<file path="config.mk">
export PLATFORM = sky130hd
export DESIGN_NAME = lab1_imul_resp_accum
export DESIGN_NICKNAME = d
export VERILOG_FILES = /design/src/rtl/lab1_imul_resp_accum.sv
export SDC_FILE = /design/constraint.sdc
export NUM_CORES = 1
export LEC_CHECK = 0
export ABC_AREA = 1
export BUFFER_PORTS_ARGS = -buffer_cell sky130_fd_sc_hd__buf_2
export CAP_MARGIN = 20
export CELL_PAD_IN_SITES_DETAIL_PLACEMENT = 1
export CELL_PAD_IN_SITES_GLOBAL_PLACEMENT = 1
export CORE_UTILIZATION = 38
export DETAILED_ROUTE_END_ITERATION = 10
export PLACE_DENSITY_LB_ADDON = 0.2
export SETUP_SLACK_MARGIN = 0.5
export SLEW_MARGIN = 0
export SYNTH_ARGS = -nofsm -noshare
export SYNTH_HDL_FRONTEND = slang
export SYNTH_SLANG_ARGS = --single-unit
</file>
<file path="constraint.sdc">
create_clock -name clk -period 2.3 [get_ports clk]
set_input_delay 0.115 -clock clk [delete_from_list [all_inputs] [get_ports clk]]
set_output_delay 0.115 -clock clk [all_outputs]
set_load 0.05 [all_outputs]
</file>
<file path="src/rtl/lab1_imul_resp_accum.sv">
// rtl/lab1_imul_resp_accum.sv - groups multiplier products into modulo-2^32 sums
//
// Sums every p_nterms accepted products and emits one sum message per group.
// out_ovf flags that at least one unsigned carry out of bit 31 happened while
// building the group.
//
// Ports:
//   clk      - clock, rising edge
//   reset    - asynchronous active-high reset
//   clear    - synchronous abort of the current group
//   in_val   - product valid
//   in_rdy   - accumulator can take a product
//   in_msg   - 32-bit product
//   out_val  - group sum valid
//   out_rdy  - sink accepts the sum
//   out_msg  - group sum modulo 2^32
//   out_ovf  - carry-out seen in this group, qualified by out_val

module lab1_imul_resp_accum #(
  parameter int p_nterms = 4
) (
  input  logic        clk,
  input  logic        reset,
  input  logic        clear,
  input  logic        in_val,
  output logic        in_rdy,
  input  logic [31:0] in_msg,
  output logic        out_val,
  input  logic        out_rdy,
  output logic [31:0] out_msg,
  output logic        out_ovf
);

  generate
    if (p_nterms < 1 || p_nterms > 255) begin : g_bad_nterms
      $error("lab1_imul_resp_accum: p_nterms must be in 1..255");
    end
  endgenerate

  localparam int CW = $clog2(p_nterms + 1);
  // Count value held before the transfer that completes the group.
  localparam logic [CW-1:0] LAST = CW'(p_nterms - 1);

  localparam logic [0:0] ST_ACCUM = 1'b0;
  localparam logic [0:0] ST_DONE  = 1'b1;

  logic [0:0]    state;
  logic [31:0]   sum;
  logic          ovf;
  logic [CW-1:0] cnt;

  logic          in_xfer;
  logic          out_xfer;
  logic [32:0]   sum_wide;

  // Handshake outputs are pure functions of the state register, so no
  // combinational path exists from in_val/out_rdy to the other side.
  assign in_rdy   = (state == ST_ACCUM);
  assign out_val  = (state == ST_DONE);
  assign out_msg  = sum;
  assign out_ovf  = ovf;

  assign in_xfer  = in_val && in_rdy;
  assign out_xfer = out_val && out_rdy;

  // 33-bit add: bit 32 is the unsigned carry out of the 32-bit sum.
  assign sum_wide = {1'b0, sum} + {1'b0, in_msg};

  always_ff @(posedge clk or posedge reset) begin
    if (reset) begin
      state <= ST_ACCUM;
      sum   <= '0;
      ovf   <= 1'b0;
      cnt   <= '0;
    end else if (clear) begin
      // Any transfer completing in this cycle is discarded.
      state <= ST_ACCUM;
      sum   <= '0;
      ovf   <= 1'b0;
      cnt   <= '0;
    end else begin
      case (state)
        ST_ACCUM: begin
          if (in_xfer) begin
            sum <= sum_wide[31:0];
            ovf <= ovf | sum_wide[32];
            cnt <= cnt + 1'b1;
            if (cnt == LAST) begin
              state <= ST_DONE;
            end
          end
        end
        default: begin
          if (out_xfer) begin
            state <= ST_ACCUM;
            sum   <= '0;
            ovf   <= 1'b0;
            cnt   <= '0;
          end
        end
      endcase
    end
  end

endmodule

</file>
==> key figures <==
Status
  • Outcome: finished, final reports clean

Route
  • DR DRC count: 0
  • Post-route ant nets: 0
  • Via/cell ratio: 5.19
  • Total routed wirelength: 15,400 um
  • DRT Pass-1 Iters: 4
  • Via count: 4,656
  • Avg WL per Cell: 17.1 um
  • Iter 0 DRT Violations: 118

Floorplanning
  • Die area: 10,500 um2
  • Number of top-level pins: 72
  • Die Span X: 103 um
  • Floorplan core area: 9770 um2
  • Initial Util: 39.3%
  • Die height: 103 um
  • Site row count: 36

Yosys
  • Dominant synthesized flop cell: dfrtp_1
  • Netlist Area Pre-Place: 3850 um2
  • Largest cells by area after synthesis: nand2_1, dfrtp_1, inv_1
  • Yosys reg bits: 37
  • Most frequent cell after synthesis: nand2_1
  • Synth Instances: 667
  • Post-synth EDFFs: 0
  • Yosys top cell area share: 28.2%
  • Unique masters post-synth: 28
  • Yosys warns: 0
  • Post-Synthesis Net Count: 739
  • Largest area contributor in the netlist: nand2_1
  • Async S/R FF share, synth: 100%
  • Sequential share of the synthesized area: 24.1%
  • Synth top cells by count: nand2_1, inv_1, nor2_1, nand3_1, dfrtp_1
  • Syn avg cell area: 5.77 um2

CTS
  • Clock Sinks: 37
  • Number of CTS-inserted buffers: 5
  • CTS tree: yes
  • Max Root-Sink Buffers: 2
  • H-tree levels: 2
  • Clock root buffer: clkbuf_8
  • Worst skew pair latency: 0.32 ns
  • Clock slew at reported path FFs: 0.09 ns

Final layout
  • Fillers: 1,329
  • Reg area: 953 um2
  • Share of cells above drive strength 1: 37.8%
  • Multi-input logic area: 3260 um2
  • Area growth syn-to-layout: 44.3%
  • Number of diodes: 0
  • Nets: 835

Worst setup path
  • Crit start category: register
  • Crit Path Class: register to register
  • Worst setup EP type: register
  • Required @ worst endpoint: 2.51 ns
  • Crit path arrival time: 2.07 ns
  • Max FO, Critical Path: 3
  • Worst r2r path cells: 9

Placement
  • Post-DP HPWL: 10,300 um
  • Worst slack at placement: 0.269 ns
  • Global placer's final weighted congestion: 0.904
  • Count of input and output buffers: 71

GRT
  • First-pass GRT wire length: 22,800 um
  • Grt ovf: 0
  • Pin count of the biggest net entering global routing: 38
  • Vias in the first global route: 4,723
  • Initial antenna violation count: 0
  • Gr usage total: 28.2%

Run
  • # Max-Cap Violations: 0

STA
  • Fmax: 538 MHz
  • Final setup fails: 0
  • Slew margin rel.: 62.0%
  • Period minus WS final: 1.86 ns
  • Unrepaired setup endpoints after global routing: yes
  • Slew @ Worst Pin: 0.571 ns
  • Fin. Hold Viols: 0
  • Setup tns final: 0 ns
  • Setup Skew: 0.00472 ns
  • Max-slew violation count: 0
  • Final worst-path cycle share: 80.8%
  • PnR worst setup slack: 0.442 ns

Worst hold path
  • Hold Crit Class: input pin to register
  • Min-Delay Path Depth: 2

Power and ir drop
  • Pwr dens: 651 nW/um2
  • Max IR drop VDD: 0.000298 V
  • Leakage: 3.08 nW
metrics by stage:
step	total power, mW	instances	cell area [um2]	utilization (%)	hold slack [ns]
floorplan	1.91	667	3910	-	0.188
global placement	2.26	868	4420	45.3	0.272
detailed placement	2.31	868	4420	45.3	0.287
CTS	3.24	884	4970	50.8	0.0553
global route	3.83	897	5550	56.8	0.0537
finish	3.61	897	5550	56.8	0.0483
cell type report:
| cell class | count | area share (%) |
|---|---|---|
| timing repair buffer | 95 | 9.83 |
| clock buffer | 5 | 1.24 |
| tap | 133 | 3.00 |
| clock inverter | 3 | 1.17 |
| multi-input combinational | 494 | 58.7 |
| sequential | 37 | 17.2 |
| inverter | 130 | 8.84 |
where the power goes:
group / total [mW] / leakage, nW / internal [mW] / switching [mW]
registers: 0.833 / 0.460 / 0.741 / 0.0926
logic: 2.05 / 2.55 / 0.709 / 1.34
clock network: 0.731 / 0.0681 / 0.432 / 0.299
flip-flops by register name, indices dropped and copies added, names as in the netlist:
name     cells
cnt          3
out_ovf      1
out_val      1
out_msg     32
critical path: stages, from the launching register on:
cell and delay (ns):
dfrtp_2 0.43, ha_4 0.16, inv_2 0.05, fa_2 0.23
inv_4 0.06, nand3_4 0.06, nand3_4 0.11, buf_6 0.15
or2_4 0.22, a32o_1 0.27
cells by family after synthesis:
family                   Yosys count  share of synthesized area [%]
AO/OA/AOI/OAI                     62                           9.08
adder cells (fa/ha/maj)           35                           11.6
flip-flops                        37                           24.1
buffers and inverters            136                           13.5
AND/OR/NAND/NOR                  396                           41.6
XOR/XNOR                           1                          0.228
per-layer routing:
| layer | track usage, % | part of all wire [%] |
|---|---|---|
| met4 | 10.1 | 2.5 |
| met3 | 3.59 | 4.0 |
| met2 | 49.4 | 50 |
| met5 | 0 | 0 |
| met1 | 35.3 | 43 |
repair_timing:
action                                  CTS  global route
gates cloned                              0             0
gates resized for setup                  59           134
hold buffers                              1             0
endpoints found under the setup margin   24            25
pin swaps                                 7            23
setup buffers                             7            13
hold endpoints to repair                 37             0
worst paths after layout:
path / from / end / slack [ns]
min in group asynchronous: reset / out_msg[29] / 0.46
setup / recovery: out_msg[0] / out_msg[4] / 0.44
hold / removal: clear / out_val / 0.05
hold reg to reg: out_msg[19] / out_msg[19] / 0.52
setup reg to reg: out_msg[0] / out_msg[4] / 0.44
max in group asynchronous: reset / out_msg[9] / 1.39
placed cells by master (no fill, tap or decap), drive strengths merged:
| master | n |
|---|---|
| ha | 34 |
| a32o | 2 |
| a21boi | 1 |
| buf | 94 |
| nand4 | 3 |
| xor2 | 1 |
| nor2 | 49 |
| a21oi | 32 |
| dlygate4sd3 | 1 |
| nand2 | 294 |
| fa | 1 |
| o21ai | 17 |
| nand3 | 40 |
| inv | 130 |
| nand3b | 2 |
| bufinv | 2 |
| a22o | 2 |
| clkinv | 1 |
| o21bai | 5 |
| nor3 | 5 |
| clkbuf | 5 |
| o22ai | 2 |
| dfrtp | 37 |
| or2 | 3 |
| o41ai | 1 |
No activity file was read; power rests on OpenSTA's default activity.
